## config.mk

```make
export PLATFORM = sky130hd
export DESIGN_NAME = rob_multi
export DESIGN_NICKNAME = d
export VERILOG_FILES = /design/src/rtl/rob_multi.sv
export SDC_FILE = /design/constraint.sdc
export NUM_CORES = 2
export LEC_CHECK = 0
export CAP_MARGIN = 25
export CORE_MARGIN = 10
export CORE_UTILIZATION = 35
export DETAILED_ROUTE_END_ITERATION = 10
export GPL_ROUTABILITY_DRIVEN = 0
export SYNTH_ARGS = -nofsm -noshare
export SYNTH_HDL_FRONTEND = slang
export SYNTH_SLANG_ARGS = --single-unit
```

## constraint.sdc

```tcl
create_clock -name clk -period 7.7 [get_ports clk]
set_input_delay 0.77 -clock clk [delete_from_list [all_inputs] [get_ports clk]]
set_output_delay 0.77 -clock clk [all_outputs]
set_load 0.05 [all_outputs]
```

## src/rtl/rob_multi.sv

```systemverilog
// rob_multi: N-wide dispatch, M-wide in-order commit reorder buffer with mispredict flush
module rob_multi #(
  parameter int ROB_DEPTH = 16,
  parameter int DISPATCH_WIDTH = 2,
  parameter int COMMIT_WIDTH = 2,
  parameter int CDB_SIZE = 3,
  localparam int TW = $clog2(ROB_DEPTH)
) (
  input  logic                                  clk,
  input  logic                                  rst,
  input  logic [DISPATCH_WIDTH-1:0]             i_dispatch_valid,
  input  logic [DISPATCH_WIDTH-1:0][4:0]        i_dispatch_rd_s,
  input  logic [DISPATCH_WIDTH-1:0]             i_dispatch_regf_we,
  input  logic [DISPATCH_WIDTH-1:0][31:0]       i_dispatch_pc,
  input  logic [DISPATCH_WIDTH-1:0][31:0]       i_dispatch_pc_next,
  output logic                                  o_dispatch_ready,
  output logic [DISPATCH_WIDTH-1:0][TW-1:0]     o_dispatch_tag,
  input  logic [CDB_SIZE-1:0]                   i_cdb_valid,
  input  logic [CDB_SIZE-1:0][TW-1:0]           i_cdb_tag,
  input  logic [CDB_SIZE-1:0][31:0]             i_cdb_data,
  input  logic                                  i_br_valid,
  input  logic [TW-1:0]                         i_br_tag,
  input  logic [31:0]                           i_br_target,
  input  logic                                  i_br_taken,
  input  logic [31:0]                           i_br_rd_v,
  output logic [COMMIT_WIDTH-1:0]               o_commit_valid,
  output logic [COMMIT_WIDTH-1:0][TW-1:0]       o_commit_tag,
  output logic [COMMIT_WIDTH-1:0]               o_commit_regf_we,
  output logic [COMMIT_WIDTH-1:0][4:0]          o_commit_rd_s,
  output logic [COMMIT_WIDTH-1:0][31:0]         o_commit_rd_v,
  output logic [COMMIT_WIDTH-1:0][31:0]         o_commit_pc,
  output logic [COMMIT_WIDTH-1:0]               o_commit_br_taken,
  output logic                                  o_flush,
  output logic [31:0]                           o_flush_pc,
  output logic [TW:0]                           o_rob_count,
  output logic                                  o_rob_empty
);
  logic [TW:0] r_head, r_tail, w_count, w_ndisp, w_ncommit;
  logic [ROB_DEPTH-1:0] r_valid, r_ready, r_mispred, r_taken, r_we;
  logic [4:0] r_rd_s [ROB_DEPTH];
  logic [31:0] r_rd_v [ROB_DEPTH];
  logic [31:0] r_pc [ROB_DEPTH];
  logic [31:0] r_pc_next [ROB_DEPTH];
  logic [DISPATCH_WIDTH-1:0] w_disp;
  logic [COMMIT_WIDTH:0] w_chain;
  logic [COMMIT_WIDTH-1:0] w_flush_lane;
  logic [COMMIT_WIDTH-1:0][TW-1:0] w_cidx;
  assign w_count = r_tail - r_head;
  assign o_rob_count = w_count;
  assign o_rob_empty = w_count == '0;
  assign o_dispatch_ready = w_count <= (TW+1)'(ROB_DEPTH - DISPATCH_WIDTH);
  assign w_disp = o_dispatch_ready ? i_dispatch_valid : '0;
  assign w_chain[0] = !rst;
  assign o_flush = |w_flush_lane;
  for (genvar k = 0; k < DISPATCH_WIDTH; k++) begin : g_dtag
    assign o_dispatch_tag[k] = r_tail[TW-1:0] + TW'(k);
  end
  for (genvar k = 0; k < COMMIT_WIDTH; k++) begin : g_commit
    assign w_cidx[k] = r_head[TW-1:0] + TW'(k);
    assign o_commit_valid[k] = w_chain[k] && r_valid[w_cidx[k]] && r_ready[w_cidx[k]];
    assign w_chain[k+1] = o_commit_valid[k] && !r_mispred[w_cidx[k]];
    assign w_flush_lane[k] = o_commit_valid[k] && r_mispred[w_cidx[k]];
    assign o_commit_tag[k] = w_cidx[k];
    assign o_commit_regf_we[k] = o_commit_valid[k] && r_we[w_cidx[k]];
    assign o_commit_rd_s[k] = r_rd_s[w_cidx[k]];
    assign o_commit_rd_v[k] = r_rd_v[w_cidx[k]];
    assign o_commit_pc[k] = r_pc[w_cidx[k]];
    assign o_commit_br_taken[k] = r_taken[w_cidx[k]];
  end
  always_comb begin
    w_ndisp = '0;
    w_ncommit = '0;
    o_flush_pc = '0;
    for (int k = 0; k < DISPATCH_WIDTH; k++) w_ndisp = w_ndisp + (TW+1)'(w_disp[k]);
    for (int k = 0; k < COMMIT_WIDTH; k++) begin
      w_ncommit = w_ncommit + (TW+1)'(o_commit_valid[k]);
      o_flush_pc = o_flush_pc | (w_flush_lane[k] ? r_pc_next[w_cidx[k]] : 32'h0);
    end
  end
  always_ff @(posedge clk) begin
    if (rst || o_flush) begin
      r_head <= '0;
      r_tail <= '0;
      r_valid <= '0;
      r_ready <= '0;
      r_mispred <= '0;
    end else begin
      for (int k = 0; k < DISPATCH_WIDTH; k++) begin
        if (w_disp[k]) begin
          r_valid[o_dispatch_tag[k]] <= 1'b1;
          r_ready[o_dispatch_tag[k]] <= 1'b0;
          r_mispred[o_dispatch_tag[k]] <= 1'b0;
          r_taken[o_dispatch_tag[k]] <= 1'b0;
          r_we[o_dispatch_tag[k]] <= i_dispatch_regf_we[k];
          r_rd_s[o_dispatch_tag[k]] <= i_dispatch_rd_s[k];
          r_pc[o_dispatch_tag[k]] <= i_dispatch_pc[k];
          r_pc_next[o_dispatch_tag[k]] <= i_dispatch_pc_next[k];
        end
      end
      for (int j = CDB_SIZE - 1; j >= 0; j--) begin
        if (i_cdb_valid[j] && r_valid[i_cdb_tag[j]] && !r_ready[i_cdb_tag[j]]) begin
          r_ready[i_cdb_tag[j]] <= 1'b1;
          r_rd_v[i_cdb_tag[j]] <= i_cdb_data[j];
        end
      end
      if (i_br_valid && r_valid[i_br_tag]) begin
        r_ready[i_br_tag] <= 1'b1;
        r_taken[i_br_tag] <= i_br_taken;
        r_rd_v[i_br_tag] <= i_br_rd_v;
        if (i_br_target != r_pc_next[i_br_tag]) begin
          r_mispred[i_br_tag] <= 1'b1;
          r_pc_next[i_br_tag] <= i_br_target;
        end
      end
      for (int k = 0; k < COMMIT_WIDTH; k++) begin
        if (o_commit_valid[k]) begin
          r_valid[w_cidx[k]] <= 1'b0;
          r_ready[w_cidx[k]] <= 1'b0;
          r_mispred[w_cidx[k]] <= 1'b0;
        end
      end
      r_head <= r_head + w_ncommit;
      r_tail <= r_tail + w_ndisp;
    end
  end
endmodule

```

==> run_results.csv <==
group,metric,value,unit
placement,dp_hpwl,314000,um
floorplan,io_pins,525,
timing,grt_setup_unrepaired,"false",
worst_setup_path,path_cells,"buf_4 -> nor2b_1 -> a22oi_1 -> nand2_1 -> a31o_1 -> nor2_4 -> buf_4 -> nand3_1 -> o21ai_0 -> clkdlybuf4s50_1",
finish,layout.nets,9503,
worst_setup_path,r2r.worst_path.cells,13,
synthesis,synth-main-ff-cell,"edfxtp_1",
synthesis,syn-cell-area,121000,um2
cts,cts_tree,"built",
status,outcome,"complete, no violations",
timing,post-route-period-util,92.1,%
synthesis,syn_inst,9406,
grt,overflow,0,
synthesis,syn_nets,9753,
placement,port_buffers,524,
detailed_routing,wl_per_cell,38.6,um
pwr,p_switching,0.00721,W
detailed_routing,drtIter0Drc,18114,
pwr,swShare,28.6,%
grt,grt_start_max_net_pins,200,
floorplan,start_util,35.1,%
synthesis,avgSynthCellArea,12.9,um2
timing,timing.slew.headroom,20.8,%
grt,antenna_found_initial,150,
pwr,p_int,0.0180,W
pwr,p_per_area,184,nW/um2
worst_setup_path,crit_cells,10,
worst_setup_path,crit_buf_inv,3,
cts,cts-resized-gates,0,
min_path,hold_depth,2,
cts,clkSinkCount,1706,
worst_setup_path,reg2reg_from,"r_head[0]",
min_path,hp-class,"flip-flop to flip-flop",
worst_setup_path,criticalPathCategory,"flip-flop to primary output",
finish,synthToLayoutAreaGrowth,13.1,%
synthesis,synth_area_leaders,"edfxtp_1 41%, mux4_2 21%, mux2_2 13%",
worst_setup_path,cp.required,6.93,ns
cts,hold_buffers,0,
synthesis,yosysWarnings,0,
floorplan,fp.coreArea,346000,um2
synthesis,ys_types,74,
cts,clock_latency,0.95,ns
synthesis,netlist_top_cells_count,"1648 x edfxtp_1, 1374 x mux2_2, 1185 x nand2_1, 1152 x mux4_2, 751 x clkbuf_1",
timing,setup_viol,0,
finish,nFillCells,31834,
floorplan,die_w,609,um
cts,cts.clk_slew.worst_paths,0.06,ns
pwr,p_comb_share,16.9,%
job,drv_cap,0,
synthesis,synth_top_area_cell,"edfxtp_1",
floorplan,fp.dieH,609,um
detailed_routing,num_vias,98041,
worst_setup_path,end_kind,"primary output",
detailed_routing,route.detailed.drc,0,
timing,setup_tns,0,ns
worst_setup_path,crit_path_end,"o_flush_pc[25]",
timing,hold_violations,0,
pwr,pwr-share-clk,39.9,%
cts,cts_htree_levels,4,
timing,tightestPinTransition,1.19,ns
synthesis,yosysMostFrequentCell,"edfxtp_1",
cts,post_cts_buffers,0,
finish,drive_above_1_share,35.1,%
timing,max_freq,0.141,GHz
detailed_routing,wl,539000,um
timing,fin_crit,7.09,ns
grt,track_usage,27.5,%
pwr,total_power,0.0252,W
synthesis,synthArstFlopShare,0,%
synthesis,synth_seq_area_share,41.7,%
floorplan,dieArea,371000,um2
worst_setup_path,critical_path.most_common_cell,"buf_4",
detailed_routing,dr.pass1.iters,11,
grt,grt_pass1_vias,95636,
worst_setup_path,cpPeakStageDelay,0.96,ns
synthesis,yosys.area.top_type_share,40.8,%
worst_setup_path,r2r_setup_slack,1.11,ns
worst_setup_path,r2r-end,"r_valid[4]",
timing,maxSlewViolCount,0,
synthesis,ys_ff_latch,1706,
pwr,cellLeakagePower,43.0,nW
grt,grt_first_pass_wirelength,744000,um
cts,cts_made_buffers,204,
worst_setup_path,crit_arrival,6.32,ns
cts,clockRootBuffer,"clkbuf_16",
timing,finalClockSkew,0.131,ns
worst_setup_path,critical_path.top_delay_family,"buffers and inverters",
worst_setup_path,cp-start-kind,"flip-flop",
worst_setup_path,slowest_stage,"clkdlybuf4s50_1",
synthesis,synth_edf_count,1648,
worst_setup_path,critPathLaunch,"r_head[2]",
detailed_routing,ant_nets,0,
pwr,p_seq_share,43.2,%
cts,cts_buffer_depth,4,
pwr,vdd_drop_max,0.189,mV
floorplan,rows,216,
worst_setup_path,crit_fanout,31,
detailed_routing,detail_route.vias_per_cell,7.02,
-- worst min path at each step --
| stage | start | to | slack, ns |
|---|---|---|---|
| after floorplan | r_valid[9] | r_valid[9] | 0.45 |
| after global placement | r_ready[8] | r_ready[8] | 0.48 |
| after detailed placement | r_ready[8] | r_ready[8] | 0.49 |
| after CTS | r_ready[8] | r_ready[8] | 0.50 |
| after global routing | r_ready[8] | r_ready[8] | 0.55 |
| final | r_ready[8] | r_ready[8] | 0.52 |
-- power groups by stage --
stage	registers (W)	clock network, W	logic, W
floorplan	0.0110	0	0.00257
global placement	0.0110	0	0.00407
detailed placement	0.0111	0	0.00415
CTS	0.0109	0.0100	0.00417
global route	0.0109	0.0104	0.00439
finish	0.0109	0.0100	0.00427
-- cell usage in the layout (no fill, tap or decap), types with 68 or more instances in the layout --
master and count:
nor2_1 218, mux2i_1 289, clkbuf_16 207, a32oi_1 421, buf_4 218, mux4_2 1152
a22oi_1 120, nand2_1 1153, nand3_1 374, diode_2 68, clkdlybuf4s50_1 520, mux2_2 1374
o21ai_0 317, edfxtp_1 1648, mux2_1 196, o22ai_1 264
-- metal layers --
layer / global-route usage (%) / routed length [um] / vias to the layer above / part of all wire, %
met5: 0.0638 / 545 / - / 0.10
met4: 18.8 / 43000 / 82 / 8.0
met3: 9.51 / 74100 / 2304 / 14
met2: 41.2 / 237000 / 9070 / 44
met1: 33.4 / 185000 / 49498 / 34
li1: - / - / 37087 / -
-- cell type report --
type / count / area [um2] / area share, %
well taps: 4578 / 5730 / 4.17
clock buffers: 242 / 5320 / 3.88
diodes: 68 / 170 / 0.124
repair buffers: 803 / 8150 / 5.94
inverters: 73 / 305 / 0.222
clock inverters: 127 / 1290 / 0.941
flip-flops and latches: 1706 / 50700 / 36.9
multi-input cells: 6368 / 65700 / 47.8
-- logic make-up (layout without fill, tap and decap cells) --
logic type,Yosys count,after routing,synth area share [%]
muxes,3011,3011,38.3
and+or+nand+nor,1997,1997,7.15
DFF,1706,1706,41.7
buffers and inverters,1332,1245,4.86
AOI/OAI and AO/OA,1268,1268,7.24
xor gates and xnor gates,70,70,0.505
adders and majority gates,22,22,0.245
other,0,68,0
-- stage by stage --
stage	area, um2	hold WS, ns	instances	setup WS (ns)	utilization [%]
after CTS	137000	0.503	13890	0.844	39.6
after detailed placement	130000	0.494	13521	1.37	37.7
after floorplan	121000	0.450	9406	0.427	-
after global placement	130000	0.478	13515	1.51	37.6
after global routing	137000	0.548	13952	0.676	39.7
final	137000	0.516	13965	0.611	39.7
-- state kept, by name (all words and copies together) (netlist names) --
| name | count |
|---|---|
| r_pc | 512 |
| r_pc_next | 512 |
| r_rd_v | 512 |
| r_rd_s | 80 |
| r_mispred | 16 |
| r_ready | 16 |
| r_taken | 16 |
| r_valid | 16 |
| r_we | 16 |
| r_head | 5 |
| r_tail | 5 |
-- tightest hold or removal path, delay by kind of cell (launching register included) --
family	cells	cell delay, ns
DFF	1	0.34
AOI/OAI and AO/OA	1	0.06
and+or+nand+nor	1	0.07
(Power assumes the default switching activity.)
